<file path="src/rtl/fsm_bus_ctrl.sv">
// rtl/fsm_bus_ctrl.sv - shared FLASH/SRAM bus sequencer with wait states, turnaround and ready timeout
module fsm_bus_ctrl #(
   parameter int AW          = 26,
   parameter int DW          = 32,
   parameter int FDW         = 16,
   parameter int T_SETUP     = 2,
   parameter int T_SRAM      = 3,
   parameter int T_FLASH_RD  = 6,
   parameter int T_FLASH_WR  = 8,
   parameter int T_HOLD      = 1,
   parameter int T_TURN      = 2,
   parameter int RDY_TIMEOUT = 255
) (
   input  logic            sys0_clk,
   input  logic            sys0_rst,
   input  logic            req_valid,
   output logic            req_ready,
   input  logic            req_write,
   input  logic            req_sel,
   input  logic [AW-1:0]   req_addr,
   input  logic [DW-1:0]   req_wdata,
   input  logic [DW/8-1:0] req_be,
   output logic            rsp_valid,
   output logic [DW-1:0]   rsp_data,
   output logic            rsp_timeout,
   output logic [AW-1:0]   bus_a,
   output logic [DW-1:0]   bus_d_o,
   output logic            bus_d_oe,
   input  logic [DW-1:0]   bus_d_i,
   output logic            flash_ce_n,
   output logic            flash_oe_n,
   output logic            flash_we_n,
   input  logic            flash_rdybsyn_i,
   output logic            sram_ce_n,
   output logic            sram_oe_n,
   output logic            sram_we_n,
   output logic [DW/8-1:0] sram_bw_n
);
   localparam int BW = DW / 8;
   // Counters load duration-1 and count down to zero; zero-length setup/strobe is stretched to one cycle.
   localparam logic [7:0] SETUP_LD = 8'(((T_SETUP    == 0) ? 1 : T_SETUP)    - 1);
   localparam logic [7:0] SRAM_LD  = 8'(((T_SRAM     == 0) ? 1 : T_SRAM)     - 1);
   localparam logic [7:0] FRD_LD   = 8'(((T_FLASH_RD == 0) ? 1 : T_FLASH_RD) - 1);
   localparam logic [7:0] FWR_LD   = 8'(((T_FLASH_WR == 0) ? 1 : T_FLASH_WR) - 1);
   localparam logic [7:0] HOLD_LD  = 8'((T_HOLD == 0) ? 0 : T_HOLD - 1);
   localparam logic [7:0] TURN_LD  = 8'((T_TURN == 0) ? 0 : T_TURN - 1);
   localparam logic [7:0] RDY_LD   = 8'(RDY_TIMEOUT - 1);
   localparam logic [DW-1:0] FMASK = ~({DW{1'b1}} << FDW);

   typedef enum logic [2:0] {IDLE, TURN, SETUP, STROBE, WAITRDY, HOLD} state_t;

   state_t          state, state_nxt;
   logic [7:0]      cnt, cnt_nxt;
   logic            done, to_set, accept, need_turn, active, strobing;
   logic [AW-1:0]   a_q;
   logic [DW-1:0]   wd_q, rd_q, rd_src;
   logic [BW-1:0]   be_q;
   logic            wr_q, sel_q, to_q, prev_read, prev_sel;
   logic            rdy_s1, rdy_s2;

   assign req_ready = (state == IDLE);
   assign accept    = req_ready && req_valid;
   assign need_turn = prev_read && (req_write || (req_sel != prev_sel)) && (T_TURN > 0);
   assign active    = (state == SETUP) || (state == STROBE) || (state == WAITRDY) || (state == HOLD);
   assign strobing  = (state == STROBE) || (state == WAITRDY);

   always_comb begin
      state_nxt = state;
      cnt_nxt   = cnt;
      done      = 1'b0;
      to_set    = 1'b0;
      case (state)
         IDLE: if (req_valid) begin
            state_nxt = need_turn ? TURN : SETUP;
            cnt_nxt   = need_turn ? TURN_LD : SETUP_LD;
         end
         TURN: if (cnt == 8'd0) begin
            state_nxt = SETUP;
            cnt_nxt   = SETUP_LD;
         end else cnt_nxt = cnt - 8'd1;
         SETUP: if (cnt == 8'd0) begin
            state_nxt = STROBE;
            cnt_nxt   = sel_q ? SRAM_LD : (wr_q ? FWR_LD : FRD_LD);
         end else cnt_nxt = cnt - 8'd1;
         STROBE, WAITRDY: begin
            if (state == STROBE && cnt != 8'd0) begin
               cnt_nxt = cnt - 8'd1;
            end else if (state == STROBE && !sel_q && !rdy_s2) begin
               state_nxt = WAITRDY;
               cnt_nxt   = RDY_LD;
            end else if (state == WAITRDY && !rdy_s2 && cnt != 8'd0) begin
               cnt_nxt = cnt - 8'd1;
            end else begin
               to_set    = (state == WAITRDY) && !rdy_s2;
               state_nxt = (T_HOLD == 0) ? IDLE : HOLD;
               cnt_nxt   = HOLD_LD;
               done      = (T_HOLD == 0);
            end
         end
         HOLD: if (cnt == 8'd0) begin
            state_nxt = IDLE;
            done      = 1'b1;
         end else cnt_nxt = cnt - 8'd1;
         default: state_nxt = IDLE;
      endcase
   end

   // Read data is taken on the final strobe-low cycle, which may be the cycle that ends the strobe.
   assign rd_src = (strobing ? bus_d_i : rd_q) & (sel_q ? {DW{1'b1}} : FMASK);

   always_ff @(posedge sys0_clk) begin
      if (sys0_rst) begin
         state       <= IDLE;
         cnt         <= 8'd0;
         a_q         <= '0;
         wd_q        <= '0;
         rd_q        <= '0;
         be_q        <= '0;
         wr_q        <= 1'b0;
         sel_q       <= 1'b0;
         to_q        <= 1'b0;
         prev_read   <= 1'b0;
         prev_sel    <= 1'b0;
         rdy_s1      <= 1'b1;
         rdy_s2      <= 1'b1;
         rsp_valid   <= 1'b0;
         rsp_timeout <= 1'b0;
         rsp_data    <= '0;
      end else begin
         state     <= state_nxt;
         cnt       <= cnt_nxt;
         rdy_s1    <= flash_rdybsyn_i;
         rdy_s2    <= rdy_s1;
         rsp_valid <= done;
         if (accept) begin
            a_q   <= req_addr;
            wd_q  <= req_sel ? req_wdata : (req_wdata & FMASK);
            be_q  <= req_be;
            wr_q  <= req_write;
            sel_q <= req_sel;
            to_q  <= 1'b0;
         end
         if (to_set) to_q <= 1'b1;
         if (strobing && !wr_q) rd_q <= bus_d_i;
         if (done) begin
            rsp_timeout <= to_q || to_set;
            rsp_data    <= (wr_q || to_q || to_set) ? '0 : rd_src;
            prev_read   <= !wr_q;
            prev_sel    <= sel_q;
         end
      end
   end

   assign bus_a      = a_q;
   assign bus_d_o    = wd_q;
   assign bus_d_oe   = active && wr_q;
   assign flash_ce_n = !(active && !sel_q);
   assign sram_ce_n  = !(active && sel_q);
   assign flash_oe_n = !(strobing && !sel_q && !wr_q);
   assign flash_we_n = !(strobing && !sel_q && wr_q);
   assign sram_oe_n  = !(strobing && sel_q && !wr_q);
   assign sram_we_n  = !(strobing && sel_q && wr_q);
   assign sram_bw_n  = (active && sel_q && wr_q) ? ~be_q : {BW{1'b1}};
endmodule

</file>
<file path="config.mk">
export PLATFORM = sky130hd
export DESIGN_NAME = fsm_bus_ctrl
export DESIGN_NICKNAME = d
export VERILOG_FILES = /design/src/rtl/fsm_bus_ctrl.sv
export SDC_FILE = /design/constraint.sdc
export NUM_CORES = 1
export LEC_CHECK = 0
export ABC_AREA = 1
export BUFFER_PORTS_ARGS = -buffer_cell sky130_fd_sc_hd__buf_2
export CORE_MARGIN = 10
export CORE_UTILIZATION = 55
export DETAILED_ROUTE_END_ITERATION = 7
export HOLD_SLACK_MARGIN = 0.02
export PLACE_DENSITY = 0.86
export RECOVER_POWER = 25
export SYNTH_ARGS = -nofsm -noshare
export SYNTH_HDL_FRONTEND = slang
export SYNTH_SLANG_ARGS = --single-unit
</file>
<file path="constraint.sdc">
create_clock -name sys0_clk -period 3.9 [get_ports sys0_clk]
set_input_delay 0.78 -clock sys0_clk [delete_from_list [all_inputs] [get_ports sys0_clk]]
set_output_delay 0.78 -clock sys0_clk [all_outputs]
set_load 0.05 [all_outputs]
</file>
# Word level (Yosys, flattened, before mapping)
# Cells that the tools add are included.
# op_classes
add_sub_neg	1
eq_ne	13
mux	32
bitwise	2
reduce_logical	43
# op_table
operator	count
$mux 32	4
$mux 8	7
$pmux 8 s5	1
$and 32x32->32	1
$mux 3	8
$logic_and 1x1->1	18
$pmux 3 s5	1
$logic_not 1->1	9
$logic_not 8->1	1
$logic_or 1x1->1	8
$mux 1	8
$ne 2x2->1 const B	4
$reduce_bool 8->1	1
$sub 8x1->8 const B	1
$eq 3x2->1 const B	2
$eq 3x3->1 const B	2
$reduce_and 6->1	1
$reduce_bool 5->1	1
$mux 2	2
$mux 4	1
$ne 2x1->1 const B	2
$not 4->4	1
$eq 3x1->1 const B	1
$logic_not 3->1	1
other kinds (5)	5
# word_totals
output_inout_bits	104
register_bits	146

# Longest topological paths before layout
# depth
word_depth	9
mapped_depth	12
depth_no_buf	12

# Worst setup path before layout
# OpenSTA, ideal clock, no wires.
# synth_path
path_type	register to output
start	register state[0]
end	output port sram_bw_n[0]
n_path_buf	1
t_arrival_ps	1873
stages_incl_launch_ff	10
path_slack_ps	1247
path_cell_list	dfxtp_1 nor2_2 nand2_2 nand2_4 inv_4 buf_6 nand3_1 nand2_1 nor2_2 nand2_1
# synth_via
elab_chain_len	7
elab_cells_between_ends	10
classes_between	eq/ne (4); mux (1); reduce/logical (5)
# synth_rtl
element	line	rtl
start: declaration	52	state_t state, state_nxt;
start signal: assignment	130	state <= state_nxt;
$eq 3x2->1	64	assign active = (state == SETUP) || (state == STROBE) || (state == WAITRDY) || (state == HOLD);
$logic_or 1x1->1 (2 in series)	64	
$logic_or 1x1->1 (*)	64	
$logic_and 1x1->1 (*) (2 in series)	163	assign sram_bw_n = (active && sel_q && wr_q) ? ~be_q : {BW{1'b1}};
$mux 4 (*)	163	
end: declaration	37	output logic [DW/8-1:0] sram_bw_n
# Every way passes the cells marked *; elsewhere a longest branch is shown, timed or not.

# Worst setup path in the final report
# layout_path
start	register state[0]
end	output port sram_bw_n[3]
# The elaborated chain is that of the path after synthesis.

==> key figures <==
STA
  – Worst Max-Slew Pin Slew: 1.62 ns
  – Period utilization: 85.0%
  – RSZ-0062 raised after global routing: no
  – Slew Limit Fails: 67
  – Fin Clk Skew: 0.00952 ns
  – Worst Hold Slack: 0.408 ns
  – Setup TNS: 0 ns
  – Minimum clock period: 3.31 ns
  – FMAX: 0.302 GHz
  – Hold Violations, Final: 0
  – Final setup fails: 0
  – Slew headroom: -7.84%

Logic synthesis
  – Primary FF master, synth: dfxtp_1
  – Synth cell count leaders: dfxtp_1 (146), nand2_1 (146), nor2_1 (118), o21ai_0 (80), a21oi_1 (65)
  – Mapped Nets: 915
  – Flop and latch count out of synthesis: 146
  – EDFF count, synth: 0
  – Avg Inst Size Synth: 7.73 µm²
  – Most area-consuming cells after synthesis: dfxtp_1 (47%), nand2_1 (8.7%), nor2_1 (7.0%)
  – Fraction of registers with async set/reset: 0%
  – Sequential area share after synthesis: 46.5%
  – Largest area contributor in the netlist: dfxtp_1
  – Synth warn: 0
  – Netlist cell types: 31
  – Post-synth top area share: 46.5%
  – Syn Inst Count: 813
  – Synthesized cell area: 0.00628 mm²

Power
  – Peak VDD IR: 0.526 mV
  – Clock share of power: 30.5%
  – Static Leak: 3.39 nW
  – Reg power frac: 31.8%
  – PD cells: 776 mW/mm²
  – Logic pwr share: 37.7%
  – Sw Share: 40.6%
  – Internal power: 3.58 mW
  – Net Switching: 2.45 mW

Cells and area
  – Finished Core Util: 70.4%
  – Layout Nets: 1,088
  – Layout cell share with drive strength beyond 1: 23.9%
  – N_diodes: 0
  – Area Overhead vs Synth: 23.6%

Outcome
  – Failing checks: max-capacitance violations, max-slew violations
  – Status: complete, but fails checks

Routing
  – DR DRC count: 0
  – Drt total wl: 18,000 µm
  – Antenna violation net count after detailed routing: 0
  – Vias per inst: 5.28
  – Drt pass-1 iters: 5
  – Routed vias: 6,007
  – Routed len/inst: 15.9 µm
  – Initial DRC count: 383

Worst setup path
  – CP startpoint kind: flop
  – CP endpoint kind: output port
  – Reg2Reg Launch Point: state[0]$_SDFFE_PP0P_
  – Required @ worst endpoint: 3.12 ns
  – Worst reg2reg path depth: 8
  – Crit Path Max Fanout: 40
  – WS Path Type: reg -> out
  – End of the worst register-to-register path: rd_q[18]$_SDFFE_PP0P_
  – Critical Path Source: state[0]$_SDFFE_PP0P_
  – Critical Path AT: 2.53 ns
  – CP Capture Point: sram_bw_n[3]
  – Reg-to-reg setup timing slack: 1.61 ns

Die
  – Ports: 204
  – Row count: 38
  – Total die area: 0.0161 mm²
  – Die height: 127 µm
  – Die width: 127 µm
  – Core ar.: 0.0110 mm²
  – Initial Util: 57.0%

Placement
  – Port bufs: 203
  – HPWL Detailed: 12,500 µm
  – Placer Congestion: 0.957

Global route
  – Vias in the first global route: 6,023
  – GRT Util Overall: 22.0%
  – Largest net degree at the start of global routing: 67
  – Total grt overflow: 0
  – First-pass GRT wire length: 29,500 µm
  – Initial antenna violation count: 0

Clock tree
  – # hold bufs at CTS: 0
  – # resized after CTS: 0
  – Post CTS Setup Buffer Count: 0
  – H-tree depth: 4
  – CTS Root Cell: clkbuf_16
  – Clock buffer depth: 2
  – Worst-skew pair later-pin latency: 0.41 ns
  – Clock sinks: 146
  – CTS Buf Count: 17
  – TritonCTS clock tree: built
  – Clk pin slew, worst setup/hold paths: 0.06 ns

Flow run
  – Max-cap violations: 1

Min path
  – HP Class: reg -> reg
-- sequential cells by signal, summed over array words and instances, names as in the netlist --
name and flops:
be_q 4, wr_q 1, prev_read 1, sel_q 1
bus_d_o 32, cnt 8, prev_sel 1, state 3
rd_q 32, rsp_valid 1, rsp_timeout 1, bus_a 26
rsp_data 32, rdy_s2 1, rdy_s1 1, to_q 1
-- routing by layer --
layer	up-vias	wire, µm	track usage [%]
met5	-	0	0
met4	0	371	8.51
met3	28	1870	10.7
met2	225	8530	35.6
met1	2749	7250	24.5
li1	3005	-	-
-- cell families (layout without fill, tap and decap cells) --
| group | after synthesis | after routing | share of synthesized area (%) |
|---|---|---|---|
| simple gates | 347 | 347 | 24.6 |
| compound gates | 198 | 198 | 19.0 |
| flops | 146 | 146 | 46.5 |
| buf+inv | 115 | 299 | 8.76 |
| xor+xnor | 5 | 5 | 0.697 |
| fa+ha+maj | 2 | 2 | 0.398 |
-- worst max-delay path: stages (launching register included) --
cell and delay (ns):
dfxtp_1 0.49, nor2_2 0.10, nand2_2 0.12, nand2_4 0.22
inv_4 0.39, nand3_1 0.19, nand2_1 0.17, nor2_2 0.09
nand2_1 0.07, buf_2 0.27
-- layout make-up --
type	count	area (µm²)
fill	915	3260
clock inverter	10	206
sequential	146	2920
multi-input combinational	552	2790
inverter	63	246
tap	140	175
timing repair buffer	206	965
clock buffer	20	457
-- stage by stage --
| step | setup WS (ns) | area [µm²] | instances | power [mW] |
|---|---|---|---|---|
| global placement | 1.14 | 7190 | 1107 | 4.17 |
| finish | 0.586 | 7770 | 1137 | 6.03 |
| detailed placement | 1.08 | 7190 | 1107 | 4.21 |
| global route | 0.379 | 7770 | 1137 | 6.39 |
| floorplan | 1.25 | 6280 | 813 | 3.79 |
| CTS | 0.588 | 7860 | 1137 | 6.07 |
-- worst min-delay path by stage --
stage                              endpoint              start  depth (start not counted)
final                     rdy_s2$_SDFF_PP1_  rdy_s1$_SDFF_PP1_                          1
after global routing      rdy_s2$_SDFF_PP1_  rdy_s1$_SDFF_PP1_                          1
after detailed placement  rdy_s2$_SDFF_PP1_  rdy_s1$_SDFF_PP1_                          1
after CTS                 rdy_s2$_SDFF_PP1_  rdy_s1$_SDFF_PP1_                          1
after floorplan           rdy_s2$_SDFF_PP1_  rdy_s1$_SDFF_PP1_                          1
after global placement    rdy_s2$_SDFF_PP1_  rdy_s1$_SDFF_PP1_                          1
-- cells in the final DEF, fill, tap and decap left out, types with 2 or more instances in the layout --
| cell type | count |
|---|---|
| xor2_1 | 4 |
| a211oi_2 | 16 |
| nor2_4 | 6 |
| o21ai_0 | 80 |
| inv_1 | 53 |
| nand2_2 | 5 |
| clkbuf_16 | 17 |
| clkbuf_8 | 2 |
| nor2_2 | 3 |
| or2_2 | 2 |
| o211ai_1 | 16 |
| clkbuf_1 | 58 |
| nor2_1 | 119 |
| dfxtp_1 | 146 |
| buf_4 | 2 |
| buf_2 | 146 |
| ha_1 | 2 |
| a31oi_1 | 2 |
| clkinv_2 | 2 |
| inv_4 | 4 |
| inv_2 | 6 |
| nand2_4 | 3 |
| bufinv_16 | 6 |
| a21oi_1 | 65 |
| o21ai_2 | 10 |
| nand2_1 | 146 |
| o21ai_1 | 8 |
| nand3_1 | 57 |
| nor2_8 | 2 |
-- power by group through the flow --
stage | Combinational (mW) | Sequential (mW) | Clock, mW
CTS | 2.30 | 1.91 | 1.86
detailed placement | 2.27 | 1.94 | 0
global route | 2.52 | 1.95 | 1.91
finish | 2.27 | 1.92 | 1.84
floorplan | 1.41 | 2.38 | 0
global placement | 2.23 | 1.93 | 0
Power figures use the tool's default switching activity.
